===== src/rtl/keypad_entry.sv =====
// rtl/keypad_entry.sv - keypad digit collector producing a 4-digit BCD entry and submit pulse
// Feeds the password comparator; handles clear, idle timeout and alert lockout.
module keypad_entry #(
    parameter int          TIMEOUT_CYC = 50_000_000,
    parameter logic [15:0] BLANK       = 16'hFFFF
) (
    input  logic        clk,
    input  logic        rst_n,
    input  logic        key_valid,
    input  logic [3:0]  key_code,
    input  logic        alert,
    output logic [15:0] display,
    output logic        star,
    output logic [2:0]  digit_cnt,
    output logic        entry_err,
    output logic        timeout
);

    localparam int TW = $clog2(TIMEOUT_CYC + 1);

    typedef enum logic [1:0] {
        S_IDLE,
        S_ENTRY,
        S_SUBMIT,
        S_LOCKED
    } state_t;

    state_t          state;
    state_t          state_nxt;
    logic [TW-1:0]   timer;
    logic [TW-1:0]   timer_nxt;
    logic [TW-1:0]   timer_inc;
    logic [15:0]     display_nxt;
    logic [2:0]      cnt_nxt;
    logic            star_nxt;
    logic            err_nxt;
    logic            timeout_nxt;

    logic            is_digit;
    logic            is_star;
    logic            is_hash;
    logic            key_live;
    logic            expire;

    assign is_digit  = key_valid && (key_code <= 4'd9);
    assign is_star   = key_valid && (key_code == 4'hA);
    assign is_hash   = key_valid && (key_code == 4'hB);
    assign key_live  = is_digit || is_star || is_hash;
    assign timer_inc = timer + 1'b1;

    // Codes C-F do not count as activity, so they let the idle timer run on.
    assign expire = (state == S_ENTRY) && !key_live &&
                    (timer_inc == TW'(TIMEOUT_CYC - 1));

    always_ff @(posedge clk or negedge rst_n) begin
        if (!rst_n) begin
            state <= S_IDLE;
        end else begin
            state <= state_nxt;
        end
    end

    always_comb begin
        state_nxt = state;
        if (alert) begin
            state_nxt = S_LOCKED;
        end else begin
            case (state)
                S_IDLE: begin
                    if (is_digit) begin
                        state_nxt = S_ENTRY;
                    end
                end
                S_ENTRY: begin
                    if (is_star) begin
                        state_nxt = (digit_cnt == 3'd4) ? S_SUBMIT : S_IDLE;
                    end else if (is_hash || expire) begin
                        state_nxt = S_IDLE;
                    end
                end
                S_SUBMIT: state_nxt = S_IDLE;
                S_LOCKED: state_nxt = S_IDLE;
                default:  state_nxt = S_IDLE;
            endcase
        end
    end

    always_comb begin
        display_nxt = display;
        cnt_nxt     = digit_cnt;
        timer_nxt   = '0;
        star_nxt    = 1'b0;
        err_nxt     = 1'b0;
        timeout_nxt = 1'b0;
        if (alert) begin
            display_nxt = BLANK;
            cnt_nxt     = 3'd0;
        end else begin
            case (state)
                S_IDLE: begin
                    if (is_digit) begin
                        display_nxt = {BLANK[15:4], key_code};
                        cnt_nxt     = 3'd1;
                    end else if (is_star) begin
                        err_nxt = 1'b1;
                    end
                end
                S_ENTRY: begin
                    timer_nxt = timer_inc;
                    if (is_digit) begin
                        timer_nxt = '0;
                        if (digit_cnt < 3'd4) begin
                            display_nxt = {display[11:0], key_code};
                            cnt_nxt     = digit_cnt + 3'd1;
                        end
                    end else if (is_star) begin
                        timer_nxt = '0;
                        if (digit_cnt == 3'd4) begin
                            star_nxt = 1'b1;
                        end else begin
                            err_nxt     = 1'b1;
                            display_nxt = BLANK;
                            cnt_nxt     = 3'd0;
                        end
                    end else if (is_hash) begin
                        timer_nxt   = '0;
                        display_nxt = BLANK;
                        cnt_nxt     = 3'd0;
                    end else if (expire) begin
                        timer_nxt   = '0;
                        timeout_nxt = 1'b1;
                        display_nxt = BLANK;
                        cnt_nxt     = 3'd0;
                    end
                end
                default: begin
                    display_nxt = BLANK;
                    cnt_nxt     = 3'd0;
                end
            endcase
        end
    end

    always_ff @(posedge clk or negedge rst_n) begin
        if (!rst_n) begin
            display   <= BLANK;
            digit_cnt <= 3'd0;
            timer     <= '0;
            star      <= 1'b0;
            entry_err <= 1'b0;
            timeout   <= 1'b0;
        end else begin
            display   <= display_nxt;
            digit_cnt <= cnt_nxt;
            timer     <= timer_nxt;
            star      <= star_nxt;
            entry_err <= err_nxt;
            timeout   <= timeout_nxt;
        end
    end

endmodule


===== config.mk =====
export PLATFORM = sky130hd
export DESIGN_NAME = keypad_entry
export DESIGN_NICKNAME = d
export VERILOG_FILES = /design/src/rtl/keypad_entry.sv
export SDC_FILE = /design/constraint.sdc
export NUM_CORES = 1
export LEC_CHECK = 0
export ABC_AREA = 1
export BUFFER_PORTS_ARGS = -buffer_cell sky130_fd_sc_hd__buf_2
export CELL_PAD_IN_SITES_DETAIL_PLACEMENT = 1
export CELL_PAD_IN_SITES_GLOBAL_PLACEMENT = 1
export CORE_MARGIN = 4
export CORE_UTILIZATION = 43
export CTS_CLUSTER_DIAMETER = 30
export DETAILED_ROUTE_END_ITERATION = 10
export PLACE_DENSITY_LB_ADDON = 0.12
export SLEW_MARGIN = 10
export SYNTH_ARGS = -nofsm -noshare
export SYNTH_HDL_FRONTEND = slang
export SYNTH_SLANG_ARGS = --single-unit

===== constraint.sdc =====
create_clock -name clk -period 4.4 [get_ports clk]
set_input_delay 0.22 -clock clk [delete_from_list [all_inputs] [get_ports clk]]
set_output_delay 0.22 -clock clk [all_outputs]
set_load 0.02 [all_outputs]

After elaboration in Yosys (flattened, before gate mapping)

Index checks and enable logic that the tools add are counted.

Register bits after elaboration: 50
Bits in latches: 0
Memory bits (writable): 0
Bits in read-only memories: 0
Bits of input ports: 8
Output and inout port bits: 22
Word-level logic and storage cells: 84
Memories: 0

Add/subtract/negate cells: 2
Multipliers: 0
Divide/modulo/power cells: 0
$lt $le $gt $ge: 2
Equal/unequal tests: 12
Shift operators: 0
Mux-type cells: 48
Bitwise operators: 0
Reductions and logical operators: 13

Operators with widths:

| operator                                                                 | count |
|---|---|
| 26-bit two-way mux                                                       | 6 |
| 16-bit two-way mux                                                       | 8 |
| 16-bit case mux with 2 select lines                                      | 1 |
| 26-bit by 1-bit adder with 26-bit output (second input constant)         | 1 |
| 26-bit == test (second input constant)                                   | 1 |
| 3-bit two-way mux                                                        | 8 |
| 1-bit two-way mux                                                        | 17 |
| 2-bit two-way mux                                                        | 5 |
| 4-bit == test (second input constant)                                    | 2 |
| 4-bit by 3-bit inequality test with 1-bit output (second input constant) | 2 |
| 6-bit inequality test (second input constant)                            | 1 |
| 2-bit case mux with 3 select lines                                       | 1 |
| 3-bit case mux with 2 select lines                                       | 1 |
| 1-bit logical AND                                                        | 5 |
| 5-bit inequality test (second input constant)                            | 1 |
| 2-bit == test (second input constant)                                    | 2 |
| 4-bit less-or-equal comparator (second input constant)                   | 1 |
| 4-bit AND reduction                                                      | 1 |
| 3-bit by 1-bit adder with 3-bit output (second input constant)           | 1 |
| 3-bit == test (second input constant)                                    | 1 |
| 1-bit logical OR                                                         | 3 |
| 3-bit less-than comparator (second input constant)                       | 1 |
| 3-bit inequality test (second input constant)                            | 1 |
| 2-bit by 1-bit == test with 1-bit output (second input constant)         | 1 |
| other kinds (5)                                                          | 5 |

Logic depth before layout (Yosys ltp)

Gate-level depths: netlist of the first run.

Word-level depth: 13
Gate-level depth with buffers: 17
Gate-level depth less buffers: 16

Least setup slack after synthesis of the first run

No wires, ideal clock.

Kind: reg2reg
From: register timer[1]
To: register display[10]
Setup time: 76 ps
Arrival time: 1944 ps
Required time: 4324 ps
Slack: 2380 ps
Cell stages (with the launch flop): 18
Buffers on the path: 1
Period minus slack after synthesis: 2020 ps
Path through: dfrtp_1 > ha_1 > nand2_2 > nor2_4 > nand2_2 > nor2_4 > nand2_1 > nand2_1 > nand2_1 > nor2_1 > nand2_1 > nor2_1 > nand3_1 > nand2_4 > nand2_4 > buf_6 > nand2_1 > nand2_1

Longest elaborated chain between the ends: 5

RTL lines:

| item                                     | RTL line | text |
|---|---|---|
| start, declared                          | 30       | `logic [TW-1:0] timer;` |
| start signal, assigned                   | 155      | `timer <= timer_nxt;` |
| 26-bit by 1-bit adder with 26-bit output | 49       | `assign timer_inc = timer + 1'b1;` |
| 26-bit == test                           | 53       | `(timer_inc == TW'(TIMEOUT_CYC - 1));` |
| 1-bit logical AND                        | 52       | `assign expire = (state == S_ENTRY) && !key_live &&` |
| 6-bit inequality test (no source line)   | -        |  |
| 4-bit AND reduction (no source line)     | -        |  |
| end signal, assigned                     | 153      | `display <= display_nxt;` |
| end, declared                            | 12       | `output logic [15:0] display,` |

Every way passes these cells.
A chain may end at the register's enable or synchronous reset.

Worst setup path after layout of the first run

From: register timer[1]
To: register digit_cnt[0]

Longest elaborated chain between the ends: 5

RTL lines:

| item                                     | RTL line | text |
|---|---|---|
| 26-bit by 1-bit adder with 26-bit output | 49       |  |
| 26-bit == test                           | 53       |  |
| 1-bit logical AND                        | 52       |  |
| 6-bit inequality test (no source line)   | -        |  |
| 4-bit AND reduction (no source line)     | -        |  |
| end signal, assigned                     | 154      | `digit_cnt <= cnt_nxt;` |
| end, declared                            | 14       | `output logic [2:0] digit_cnt,` |

Every way passes these cells.

==> impl_metrics.env, run 1 <==
export IMPL_status="finished, final reports clean"
export IMPL_die_h_um=91.62
export IMPL_hold_violations=0
export IMPL_drtPass1Iterations=4
export IMPL_wirelength_um=8255
export IMPL_dr_max_layer_used="met4"
export IMPL_cts_setup_buffers=0
export IMPL_antennaDiodeCount=0
export IMPL_antenna_found_initial=0
export IMPL_cts_hold_buf=0
export IMPL_seqCellArea_um2=1271
export IMPL_final_max_slew_viol_count=0
export IMPL_fin_nets=475
export IMPL_n_fill_cell=914
export IMPL_cp_required_ps=4620
export IMPL_leakagePower_nw=1.494
export IMPL_clkTransAtPathRegs_ps=110
export IMPL_ios=30
export IMPL_ys_flop_type="dfrtp_1"
export IMPL_skew_ps=6.876
export IMPL_cts_path_max_buffers=2
export IMPL_finalSetupViolations=0
export IMPL_synthCells=433
export IMPL_dp_hpwl_um=6243
export IMPL_finalWeightedCongestion=0.8519
export IMPL_vias=2815
export IMPL_synthesis_area_um2=3007
export IMPL_synth_area_top_cells="dfrtp_1 28%, nand2_1 18%, dfstp_2 14%"
export IMPL_met3WireLength_um=228
export IMPL_cts_tree="built"
export IMPL_synthDistinctLibCells=31
export IMPL_start_kind="flip-flop"
export IMPL_start_util_pct=44.25
export IMPL_fin_crit_ps=2853
export IMPL_wl_met1_um=3849
export IMPL_vias_per_cell=5.027
export IMPL_stdcell_count=560
export IMPL_route_met2_wl_um=4028
export IMPL_yosys_area_top_type="dfrtp_1"
export IMPL_async_reset_ff_share_pct=100.0
export IMPL_cts_resized=0
export IMPL_clock_sinks=50
export IMPL_max_freq_ghz=0.3505
export IMPL_grt_ovfl_total=0
export IMPL_drive_above_1_share_pct=17.46
export IMPL_setup_tns_ps=0
export IMPL_yosysWarnings=0
export IMPL_synth_fp_nets=445
export IMPL_core_area_um2=6794
export IMPL_grt_pass1_vias=2995
export IMPL_rows=30
export IMPL_ant_nets=0
export IMPL_tightestPinTransition_ps=676.0
export IMPL_rsz0062_at_grt="no"
export IMPL_drc=0
export IMPL_crit_type="flip-flop to flip-flop"
export IMPL_ys_top_cells_by_count="142 x nand2_1, 77 x nor2_1, 46 x inv_1"
export IMPL_cts_buffers=5
export IMPL_synth_edff_count=0
export IMPL_multi_input_area_um2=1514
export IMPL_root_buffer="clkbuf_8"
export IMPL_htreeDepth=2
export IMPL_postLayoutCellArea_um2=3333
export IMPL_critPathMaxFanout=44
export IMPL_clk_latency_ps=320
export IMPL_grt_max_degree=51
export IMPL_io_buffer_count=29
export IMPL_slew_headroom_pct=54.93
export IMPL_ys_seq_area_share_pct=42.28
export IMPL_synth_most_common_cell="nand2_1"
export IMPL_grt_pass1_wl_um=14350
export IMPL_cp_arrival_ps=3070
export IMPL_fin_crit_sh_pct=64.83
export IMPL_ys_ff_latch=50
export IMPL_dpl_cell_count=552
export IMPL_die_area_um2=8394
export IMPL_drt_iter0_markers=75
export IMPL_avgSynthCellArea_um2=6.944
export IMPL_hp_class="input port to async pin"
export IMPL_grt_usage_pct=21.11
export IMPL_area_growth_pct=10.86
export IMPL_vdd_ir_drop_max_mv=0.1615
export IMPL_timing_max_cap_violations=0
export IMPL_place_area_um2=3238
export IMPL_die_width_um=91.62
export IMPL_synth_top_area_share_pct=28.30
export IMPL_power_density_nw_per_um2=274.0
export IMPL_cp_end_kind="flip-flop"
export IMPL_post_drt_wl_per_cell_um=14.74
==> through the flow <==
step | power [mW] | util, % | hold slack (ps) | setup WS (ps)
3_5_place_dp | 0.6176 | 47.66 | 386.7 | 1554
5_1_grt | 0.9647 | 49.06 | 61.37 | 1245
2_1_floorplan | 0.5746 | - | -75.59 | 2380
6_report | 0.9132 | 49.06 | 8.018 | 1547
4_1_cts | 0.9215 | 49.06 | 34.00 | 1504
3_3_place_gp | 0.6148 | 47.66 | 382.0 | 1676
==> critical path, cell delays in order, from the launching register on <==
cell and delay (ps):
dfrtp_1 450, ha_1 240, nand2_2 90, nor2_4 150, nand2_2 110, nor2_4 180
nand2_1 100, nand2_1 80, nand2_1 80, nor2_1 120, nand2_1 60, nor2_1 100
nand3_1 130, nand2_4 410, nand2_4 250, nand2_1 120, nand2_1 50
==> layout by cell type (no fill, tap or decap) <==
cell type	Yosys	final
nand2_1	142	142
nor2_1	77	77
inv_1	46	46
nand3_1	42	42
dfrtp_1	34	34
buf_2	3	29
dfstp_2	16	16
or2_2	12	12
a21oi_1	9	9
nor3_1	6	6
nand2_2	5	5
nand3b_1	5	5
clkbuf_8	0	5
nor2_4	4	4
ha_1	4	4
nand4_1	3	3
o21ai_0	3	3
o21ai_1	3	3
inv_6	0	3
nor2_2	2	2
xnor2_1	2	2
nand2_4	2	2
buf_4	2	2
xor2_1	1	1
o21bai_1	1	1
nor3b_1	1	1
a31oi_1	1	1
a211oi_2	1	1
a32o_1	1	1
o31ai_1	1	1
nor4_1	1	1
==> worst paths after layout <==
path / startpoint / endpoint / slack, ps / cells past startpoint
max reg2reg: timer[1] / digit_cnt[0] / 1550 / 16
min in group clk: alert / timeout / 130 / 2
max: timer[1] / digit_cnt[0] / 1550 / 16
max in group asynchronous: rst_n / timer[8] / 3940 / 2
min: rst_n / timer[23] / 8 / 2
min reg2reg: display[1] / display[1] / 470 / 2
==> logic make-up (layout without fill, tap and decap cells) <==
group	Yosys count	after routing	share of synthesized area, %
AO/OA/AOI/OAI	20	20	3.953
buffers and inverters	54	85	7.366
XOR/XNOR	3	3	0.8741
AND/OR/NAND/NOR	302	302	43.86
adder cells (fa/ha/maj)	4	4	1.665
flip-flops	50	50	42.28
==> state kept, by name, summed over array words and instances (netlist names) <==
register	count
display	16
entry_err	1
timer	26
digit_cnt	3
star	1
state	2
timeout	1
==> area by class of cell <==
| type | count | area share, % |
|---|---|---|
| inverters | 46 | 5.180 |
| repair buffers | 31 | 4.805 |
| flip-flops and latches | 50 | 38.14 |
| clock buffers | 5 | 2.065 |
| clock inverters | 3 | 0.7883 |
| well taps | 96 | 3.604 |
| multi-input cells | 329 | 45.42 |
==> power breakdown <==
part           internal (mW)  switching [mW]  total, mW
Sequential             0.487          0.0136      0.501
Combinational         0.0306          0.0763      0.107
Clock                  0.119           0.187      0.305
Total                  0.637           0.277      0.913
==> layer usage <==
layer  vias up  GRT usage (%)
li1       1401              -
met1      1357          27.10
met2        45          36.70
met3        12          3.199
met4         0          6.030
met5         -              0
Power figures use the tool's default switching activity.
==> run 2, diff against run 1 <==
==> constraint.sdc (replaced) <==
create_clock -name clk -period 2.7 [get_ports clk]
set_input_delay 0.135 -clock clk [delete_from_list [all_inputs] [get_ports clk]]
set_output_delay 0.135 -clock clk [all_outputs]
set_load 0.02 [all_outputs]
==> impl_metrics.env, run 2 (synthesized netlist as in run 1, its figures left out) <==
export IMPL_root_buffer="clkbuf_8"
export IMPL_drc=0
export IMPL_r2r_slack_ps=270
export IMPL_postLayoutCoreUtil_pct=50.02
export IMPL_skew_ps=10.20
export IMPL_slowest_delay_ps=440
export IMPL_crit_type="flip-flop to flip-flop"
export IMPL_grt_max_degree=29
export IMPL_cts_resized=0
export IMPL_timing_max_cap_violations=0
export IMPL_power_density_nw_per_um2=444.8
export IMPL_rsz0062_at_grt="no"
export IMPL_rr_startpoint="timer[1]"
export IMPL_rows=30
export IMPL_finalSetupViolations=0
export IMPL_post_drt_wl_per_cell_um=14.83
export IMPL_die_h_um=91.62
export IMPL_hold_depth=2
export IMPL_start_util_pct=44.25
export IMPL_leakagePower_nw=1.529
export IMPL_final_max_slew_viol_count=0
export IMPL_path_cells="ha_1 -> nand2_2 -> nor2_4 -> nand2_2 -> nor2_4 -> nand2_1 -> nand2_1 -> nand2_1 -> nor2_1 -> nand2_1 -> nor2_1 -> nand3_1 -> nand2_4 -> nand2_4 -> nand2_1 -> nand2_1"
export IMPL_clk_latency_ps=310
export IMPL_antenna_found_initial=0
export IMPL_cts_tree="built"
export IMPL_crit_top_cell="nand2_1"
export IMPL_start_kind="flip-flop"
export IMPL_postLayoutCellArea_um2=3398
export IMPL_cts_buffers=5
export IMPL_hp_class="input port to flip-flop"
export IMPL_fin_crit_sh_pct=89.92
export IMPL_crit_slowest_cell="dfrtp_1"
export IMPL_largest_reg_flops=26
export IMPL_antennaDiodeCount=0
export IMPL_seqCellArea_um2=1271
export IMPL_grt_pass1_wl_um=14310
export IMPL_htreeDepth=2
export IMPL_regMostFlops="timer"
export IMPL_cp_required_ps=2910
export IMPL_tightestPinTransition_ps=619.2
export IMPL_critPathMaxFanout=19
export IMPL_wirelength_um=8379
export IMPL_fin_crit_ps=2428
export IMPL_vias=2846
export IMPL_clock_sinks=50
export IMPL_area_growth_pct=13.03
export IMPL_clkTransAtPathRegs_ps=100
export IMPL_r2r_cells=16
export IMPL_hold_start="alert"
export IMPL_cp_num_buf_inv=0
export IMPL_grt_ovfl_total=0
export IMPL_pre_cts_slack_ps=207.5
export IMPL_die_area_um2=8394
export IMPL_r2r_end="digit_cnt[2]"
export IMPL_dp_hpwl_um=6421
export IMPL_cp_end_kind="flip-flop"
export IMPL_finalWeightedCongestion=0.8662
export IMPL_grt_usage_pct=21.16
export IMPL_grt_pass1_vias=3014
export IMPL_final_cell_mix="142 x nand2_1, 77 x nor2_1, 46 x inv_1, 42 x nand3_1, 34 x dfrtp_1"
export IMPL_layout_commonest_cell="nand2_1"
export IMPL_ant_nets=0
export IMPL_min_to="timeout"
export IMPL_layout_setup_ws_ps=272.0
export IMPL_top_regs="timer x26, display x16, digit_cnt x3"
export IMPL_vias_per_cell=5.037
export IMPL_status="finished, final reports clean"
export IMPL_setup_tns_ps=0
export IMPL_stdcell_count=565
export IMPL_ios=30
export IMPL_drt_iter0_markers=75
export IMPL_hold_violations=0
export IMPL_cp_top_family="simple AND/OR/NAND/NOR gates"
export IMPL_fin_nets=480
export IMPL_multi_input_area_um2=1514
export IMPL_io_buffer_count=29
export IMPL_place_area_um2=3258
export IMPL_slew_headroom_pct=58.72
export IMPL_n_fill_cell=905
export IMPL_die_width_um=91.62
export IMPL_core_area_um2=6794
export IMPL_cts_path_max_buffers=2
export IMPL_drive_above_1_share_pct=18.12
export IMPL_dpl_cell_count=553
export IMPL_drtPass1Iterations=4
export IMPL_max_freq_ghz=0.4119
export IMPL_vdd_ir_drop_max_mv=0.2745
export IMPL_cp_arrival_ps=2640
run 2: cell count changes in the layout (fill, tap and decap cells not counted):
cell           previous run  this run
buf_12                    0         1
buf_4                     2         5
clkbuf_16                 0         1
clkinv_2                  0         1
dlygate4sd3_1             0         1
inv_6                     3         1
run 2: power by group:
group | leakage, nW | total [mW] | internal, mW | switching (mW)
registers | 0.638 | 0.815 | 0.794 | 0.0211
logic | 0.835 | 0.185 | 0.0566 | 0.128
clock network | 0.0567 | 0.512 | 0.241 | 0.271
total | 1.53 | 1.51 | 1.09 | 0.420
run 2: stage by stage:
step,hold slack (ps),total power [mW]
floorplan,-160.6,0.9364
global placement,180.8,1.007
detailed placement,186.0,1.012
CTS,32.68,1.531
global route,35.96,1.598
finish,46.06,1.512
run 2: worst max-delay path by stage:
stage / from / slack [ps] / cells after the start / to
CTS: timer[1] / 190 / 16 / digit_cnt[2]
floorplan: timer[1] / 680 / 17 / display[10]
global placement: timer[1] / 270 / 16 / digit_cnt[2]
detailed placement: timer[1] / 210 / 16 / digit_cnt[0]
finish: timer[1] / 270 / 16 / digit_cnt[2]
global route: timer[1] / 20 / 16 / digit_cnt[1]
run 2: per-layer routing:
layer  share of wire [%]  vias up  track usage (%)  wire length [um]
met5                   0        -                0                 0
met4                 1.9        0            6.407               161
li1                    -     1411                -                 -
met3                 3.9       15            3.774               325
met1                  45     1362            26.99              3753
met2                  49       58            36.40              4139
run 2: what timing repair did:
action | CTS | global route
hold buffers | 1 | 0
hold endpoints to repair | 22 | 0
endpoints found under the setup margin | 0 | 30
setup buffers | 0 | 3
run 2: layout make-up:
type | count | share of cell area [%]
multi-input cells | 329 | 44.55
inverters | 46 | 5.081
flip-flops and latches | 50 | 37.41
clock buffers | 6 | 2.761
well taps | 96 | 3.535
repair buffers | 36 | 6.259
clock inverters | 2 | 0.4050
